==> config.mk <==
export PLATFORM = sky130hd
export DESIGN_NAME = motor_drive_shaper
export DESIGN_NICKNAME = d
export VERILOG_FILES = /design/src/rtl/motor_drive_shaper.sv
export SDC_FILE = /design/constraint.sdc
export NUM_CORES = 1
export LEC_CHECK = 0
export CAP_MARGIN = 20
export CORE_ASPECT_RATIO = 0.8
export CORE_MARGIN = 4
export CORE_UTILIZATION = 35
export CTS_CLUSTER_DIAMETER = 200
export DETAILED_ROUTE_END_ITERATION = 6
export SLEW_MARGIN = 10
export SYNTH_ARGS = -nofsm -noshare
export SYNTH_HDL_FRONTEND = slang
export SYNTH_SLANG_ARGS = --single-unit
export TNS_END_PERCENT = 10
==> constraint.sdc <==
create_clock -name clk -period 5 [get_ports clk]
set_input_delay 0.75 -clock clk [delete_from_list [all_inputs] [get_ports clk]]
set_output_delay 0.75 -clock clk [all_outputs]
set_load 0.01 [all_outputs]
==> src/rtl/motor_drive_shaper.sv <==
// Duty/direction shaper for one H-bridge channel.
// Slews the PWM duty by at most STEP per PWM period. A direction reversal
// ramps the duty to zero, keeps the bridge off for DEAD_TICKS periods, passes
// through STOP, and only then drives the new direction. Every register moves
// only on period_tick, so all timing is counted in PWM periods.
module motor_drive_shaper #(
  parameter int unsigned SIZE       = 12,
  parameter int unsigned MAX_DUTY   = 4000,
  parameter int unsigned STEP       = 100,
  parameter int unsigned DEAD_TICKS = 3     // legal range 1..255
) (
  input  logic            clk,
  input  logic            rst_n,
  input  logic            period_tick,
  input  logic [SIZE-1:0] duty_cmd,
  input  logic            dir_cmd,
  output logic [SIZE-1:0] duty_out,
  output logic [1:0]      hb_in,
  output logic            busy,
  output logic [1:0]      state
);

  // State codes are visible on the debug port, so the encoding is fixed.
  typedef enum logic [1:0] {
    StStop  = 2'd0,
    StRun   = 2'd1,
    StDecel = 2'd2,
    StDead  = 2'd3
  } state_e;

  localparam logic [SIZE-1:0] MaxDutyW = SIZE'(MAX_DUTY);
  localparam logic [SIZE-1:0] StepW    = SIZE'(STEP);
  localparam logic [7:0]      DeadInit = 8'(DEAD_TICKS);

  // Bridge drive codes; 2'b11 would short the bridge and is never produced.
  localparam logic [1:0] HbFwd = 2'b10;
  localparam logic [1:0] HbRev = 2'b01;
  localparam logic [1:0] HbOff = 2'b00;

  state_e          state_q, state_d;
  logic [SIZE-1:0] duty_q, duty_d;
  logic            dir_q, dir_d;
  logic [7:0]      dead_q, dead_d;

  logic [SIZE-1:0] target;
  logic [SIZE-1:0] duty_to_target;
  logic [SIZE-1:0] duty_to_zero;

  // Move cur toward goal by at most StepW, landing exactly on goal when close.
  // goal never exceeds MaxDutyW, so cur + StepW cannot pass it or overflow,
  // and cur - StepW is only taken when cur is more than StepW above goal.
  function automatic logic [SIZE-1:0] step_toward(input logic [SIZE-1:0] cur,
                                                  input logic [SIZE-1:0] goal);
    logic [SIZE-1:0] result;
    if (goal >= cur) begin
      if ((goal - cur) <= StepW) begin
        result = goal;
      end else begin
        result = cur + StepW;
      end
    end else begin
      if ((cur - goal) <= StepW) begin
        result = goal;
      end else begin
        result = cur - StepW;
      end
    end
    return result;
  endfunction

  // Saturated target and the two candidate next duties.
  always_comb begin
    target         = (duty_cmd > MaxDutyW) ? MaxDutyW : duty_cmd;
    duty_to_target = step_toward(duty_q, target);
    duty_to_zero   = step_toward(duty_q, '0);
  end

  // State register: everything advances only on a PWM period boundary.
  always_ff @(posedge clk or negedge rst_n) begin
    if (!rst_n) begin
      state_q <= StStop;
      duty_q  <= '0;
      dir_q   <= 1'b0;
      dead_q  <= '0;
    end else if (period_tick) begin
      state_q <= state_d;
      duty_q  <= duty_d;
      dir_q   <= dir_d;
      dead_q  <= dead_d;
    end
  end

  // Next-state logic, evaluated for the coming period_tick.
  always_comb begin
    state_d = state_q;
    duty_d  = duty_q;
    dir_d   = dir_q;
    dead_d  = dead_q;

    unique case (state_q)
      StStop: begin
        duty_d = '0;
        // Latch the direction now; duty starts stepping on the following tick.
        if (target != '0) begin
          dir_d   = dir_cmd;
          state_d = StRun;
        end
      end

      StRun: begin
        if (dir_cmd == dir_q) begin
          duty_d = duty_to_target;
        end else begin
          // Reversal wins over any simultaneous target change.
          duty_d = duty_to_zero;
          if (duty_to_zero == '0) begin
            state_d = StDead;
            dead_d  = DeadInit;
          end else begin
            state_d = StDecel;
          end
        end
      end

      StDecel: begin
        if (dir_cmd == dir_q) begin
          // Reversal withdrawn before the duty reached zero.
          duty_d  = duty_to_target;
          state_d = StRun;
        end else begin
          duty_d = duty_to_zero;
          if (duty_to_zero == '0) begin
            state_d = StDead;
            dead_d  = DeadInit;
          end
        end
      end

      StDead: begin
        // Commands are ignored; only the dead-time counter moves.
        duty_d = '0;
        dead_d = dead_q - 8'd1;
        if (dead_q == 8'd1) begin
          state_d = StStop;
        end
      end

      default: begin
        state_d = StStop;
        duty_d  = '0;
      end
    endcase
  end

  // Outputs: the bridge is driven only in RUN and DECEL, off otherwise.
  always_comb begin
    hb_in    = HbOff;
    busy     = 1'b0;
    duty_out = duty_q;
    state    = state_q;

    unique case (state_q)
      StRun:   hb_in = dir_q ? HbRev : HbFwd;
      StDecel: begin
        hb_in = dir_q ? HbRev : HbFwd;
        busy  = 1'b1;
      end
      StDead:  busy = 1'b1;
      default: hb_in = HbOff;
    endcase
  end

  // Bridge safety properties: no shoot-through code, no direct reversal.
  a_no_shoot: assert property (@(posedge clk) disable iff (!rst_n) hb_in != 2'b11);
  a_fwd_rev: assert property (@(posedge clk) disable iff (!rst_n)
                              (hb_in == HbFwd) |=> (hb_in != HbRev));
  a_rev_fwd: assert property (@(posedge clk) disable iff (!rst_n)
                              (hb_in == HbRev) |=> (hb_in != HbFwd));

endmodule

=== Word level (Yosys, flattened, before mapping) ===
Index checks and enable logic that the tools add are counted.

* Bits in registers: 23
* Input bits: 16
* Output and inout port bits: 17
* Word-level logic and storage cells: 60

* Add/subtract/negate cells: 6
* Order comparisons: 7
* Equality and inequality tests: 11
* Multiplexer cells: 22
* Reduce and logical (&&, ||, !) cells: 10

{| class="wikitable"
|+ Operators by type and width
! cell !! number
|-
| 12-bit 2-to-1 mux || 8
|-
| 12-bit by 7-bit <= comparator with 1-bit output, second input constant || 4
|-
| 12-bit one-hot mux with 2 select lines || 1
|-
| 12-bit subtractor || 2
|-
| 8-bit 2-to-1 mux || 2
|-
| 8-bit one-hot mux with 2 select lines || 1
|-
| 2-bit 2-to-1 mux || 7
|-
| 12-bit by 7-bit adder with 12-bit output, second input constant || 1
|-
| 1-bit by 12-bit >= comparator with 1-bit output, first input constant || 1
|-
| 12-bit >= comparator || 1
|-
| 12-bit > comparator, second input constant || 1
|-
| 12-bit logical NOT || 1
|-
| 12-bit nonzero test || 1
|-
| 1-bit by 12-bit subtractor with 12-bit output, first input constant || 1
|-
| 12-bit by 7-bit subtractor with 12-bit output, second input constant || 1
|-
| 8-bit by 1-bit equality test with 1-bit output, second input constant || 1
|-
| 2-bit != test, second input constant || 4
|-
| 2-bit one-hot mux with 4 select lines || 1
|-
| 8-bit by 1-bit subtractor with 8-bit output, second input constant || 1
|-
| 2-bit OR reduction || 3
|-
| 5-bit AND reduction || 1
|-
| 2-bit equality test, second input constant || 2
|-
| 4-bit AND reduction || 1
|-
| 3-bit != test, second input constant || 1
|-
| other kinds (7) || 8
|}

=== Logic depth before layout (Yosys ltp) ===
* Depth in word-level cells: 8
* Gate-level depth with buffers: 16

=== Worst setup path before layout ===
No wires, ideal clock.

* Path type: input port to flip-flop
* Start: input duty_cmd[1]
* End: register duty_q[4] (netlist: duty_out[4])
* Setup time: 135 ps
* Arrival time: 4,389 ps
* Data required time: 4,865 ps
* Setup slack: 476 ps
* Stages: 16
* Buffers on the path: 1
* Path through: or4_1 o21ai_0 a21o_1 nor2b_1 inv_1 ha_1 clkbuf_1 nand2_1 nor2_1 a21boi_0 or4_1 a221oi_4 a21oi_2 a221o_1 a2111oi_2 a211oi_1

* Word-level cells in the longest chain between the ends: 8

{| class="wikitable"
|+ RTL lines
! element !! RTL line !! text
|-
| start, declared || 15 || <nowiki>input logic [SIZE-1:0] duty_cmd,</nowiki>
|-
| 12-bit > comparator || 73 || <nowiki>target = (duty_cmd > MaxDutyW) ? MaxDutyW : duty_cmd;</nowiki>
|-
| 12-bit 2-to-1 mux (*) || 73 ||
|-
| 12-bit subtractor (on tied branches) || 62, 56 ||
|-
| 12-bit by 7-bit <= comparator with 1-bit output (on tied branches) || 62, 56 ||
|-
| 12-bit 2-to-1 mux (on tied branches) || 62, 56 ||
|-
| 12-bit 2-to-1 mux (*) || 55 || <nowiki>if (goal >= cur) begin</nowiki>
|-
| 12-bit 2-to-1 mux (*) || 111, 126 ||
|-
| 12-bit one-hot mux with 2 select lines (*) || 100 || <nowiki>unique case (state_q)</nowiki>
|-
| end signal, assigned || 87 || <nowiki>duty_q <= duty_d;</nowiki>
|-
| end, declared || 41 || <nowiki>logic [SIZE-1:0] duty_q, duty_d;</nowiki>
|}

Every way passes the cells marked *; elsewhere a longest branch is shown, timed or not.
A chain may end at the register's enable or synchronous reset.

=== Worst setup path in the final report ===
Ends and elaborated chain as after synthesis.

==> results.ini <==
[critical_path]
crit_fanout = 7
cp.required_ns = 5.14
path_class = input pin to register
crit_path_end_kind = register
critPathLaunchType = input pin
crit_arrival_ns = 4.91
reg2reg_depth = 11

[clock_tree]
cts_buffers = 3
clock-root-buffer = clkbuf_16
clockBufferDepth = 2
cts_tree = done
clkTransAtPathRegs_ns = 0.07
cts.sinks = 23
clk_latency_ns = 0.26
cts_hold_buf = 0
htreeDepth = 1

[logic_synthesis]
async_flop_share = 1.00
yosys_warnings = 0
syn-num-nets = 527
synth_ff_type = dfrtp_1
syn_avg_cell_area_um2 = 7.38
synth_edf_count = 0
synthXorXnorAreaFrac = 0.0496
synth_compound_area_frac = 0.323
synth.area.mux_share = 0.0145
synth_cell_types = 75
seq_area_frac_synth = 0.163
synthAdderAreaFrac = 0.117
ys_ff_latch = 23
synth_top_family_by_area = compound AO/OA/AOI/OAI gates
syn_area_um2 = 3530
synth_cells = 478
synth-simple-area-share = 0.262

[timing]
worst_hold_slack_ns = 0.518
drv_slew = 0
grt_setup_unrepaired = no
fmax_mhz = 210
fin_crit_ns = 4.77
post-route-period-util = 0.954
relSlewSlack = 0.524
worst-slew-pin-transition_ns = 0.705
finalHoldViolations = 0
setup_violations = 0
fin_skew_ns = 0.00558

[floorplan]
die_area_um2 = 11800
start_util = 0.363
core_um2 = 9730
pin_count = 33
num_rows = 32
die_y_um = 97.8
die_w_um = 120

[layout]
instances_no_fill = 651
fin_area_um2 = 4210
drive_above_1_share = 0.117
mostFrequentLayoutCell = nand2_1
area_growth_pct = 19.2
nFillCells = 1007
finish.net_count = 565
final_cell_mix = nand2_1, nor2_1, inv_1, ha_1, clkdlybuf4s50_1
diodes = 0

[global_routing]
track_usage = 0.197
grt_pass1_wl_um = 19300
grt_max_degree = 24
antenna_found_initial = 0
grt-ovfl-total = 0
grt_pass1_vias = 3642

[pwr]
ir_drop_mv = 0.432
powerDensity_nw_per_um2 = 564
leakage_nw = 1.77
power_w = 0.00237

[routing]
drt_iter0_drc = 386
viasPerCell = 5.98
drtAntennaViolNets = 0
drc_errors = 0
vias = 3891
avgRoutedWirePerCell_um = 18.1
dr.pass1.iters = 7
routed_wl_um = 11800

[place]
dpl.hpwl_um = 9090
placed_cells = 646
gp_congestion = 1.00
dpl-instance-area_um2 = 4090
io_buffer_count = 32

[status]
outcome = finished, final reports clean

[min_path]
min_delay_path_depth = 1
hold_class = register to register

[job]
drv_cap = 0

==> layer usage <==
layer  GRT usage  up-vias  part of all wire
li1            -     1849                 -
met1       0.309     1786              0.48
met2       0.286      235              0.40
met3      0.0353       21              0.11
met4      0.0253        0             0.010
met5           0        -                 0
==> metrics by stage <==
step	utilization	setup WS (ns)	setup TNS, ns
global placement	0.421	0.0666	0
detailed placement	0.421	-0.0442	-0.0442
floorplan	-	0.476	0
finish	0.432	0.231	0
global route	0.432	0.00607	0
CTS	0.429	0.232	0
==> path summary, 6_finish.rpt <==
path / to / slack [ns] / startpoint
max in group asynchronous: dead_q[7] / 3.88 / rst_n
setup reg to reg: duty_out[4] / 1.01 / duty_out[7]
min in group asynchronous: duty_out[10] / 0.86 / rst_n
hold / removal: dead_q[6] / 0.52 / dead_q[6]
setup / recovery: duty_out[4] / 0.23 / duty_cmd[1]
hold reg to reg: dead_q[6] / 0.52 / dead_q[6]
==> power breakdown <==
part | internal, W | switching [W]
logic | 0.000736 | 0.00109
clock network | 0.000109 | 0.0000716
registers | 0.000243 | 0.000125
total | 0.00109 | 0.00129
==> Yosys cell counts (7+ instances only) <==
cell type,instances,area (um^2)
ha_1,33,413
dfrtp_1,23,576
nor2_1,38,143
a31oi_1,11,68.8
inv_1,33,124
nand3_1,29,145
nor3_1,17,85.1
a21oi_1,31,155
xnor2_1,14,123
a211oi_1,10,75.1
clkbuf_1,17,63.8
and2_1,7,43.8
o21ai_0,25,125
and3_1,10,62.6
nand2_1,44,165
==> worst max-delay path: stages <==
cell	delay (ns)
clkdlybuf4s50_1	0.41
or4_1	0.56
o21ai_1	0.16
a21o_1	0.20
nand2_1	0.12
inv_1	0.07
ha_1	0.23
nor2b_1	0.17
o21bai_2	0.28
a21oi_2	0.11
or4_4	0.50
a221oi_4	0.46
a21oi_2	0.11
a221o_1	0.37
a2111oi_4	0.34
a211oi_1	0.08
==> cell families (layout without fill, tap and decap cells) <==
group	count (synthesis)	in the layout
AOI/OAI and AO/OA	152	152
muxes	5	5
adders and majority gates	33	33
DFF	23	23
and+or+nand+nor	185	185
buffers and inverters	60	97
xor gates and xnor gates	20	20
==> repair_timing <==
item | CTS | global route
endpoints found under the setup margin | 0 | 8
setup buffers | 0 | 1
gates resized for setup | 0 | 6
==> state kept, by name, indices dropped and copies added (netlist names) <==
register and count:
dead_q 8, dir_q 1, duty_out 12, state 2
==> area by class of cell <==
cell class / instances / area, um^2 / area share
sequential: 23 / 576 / 0.137
timing repair buffer: 59 / 523 / 0.124
clock buffer: 4 / 78.8 / 0.0187
tap: 136 / 170 / 0.0405
multi-input combinational: 395 / 2730 / 0.649
inverter: 34 / 128 / 0.0303
Note: power is estimated with default switching activity, not from simulation.
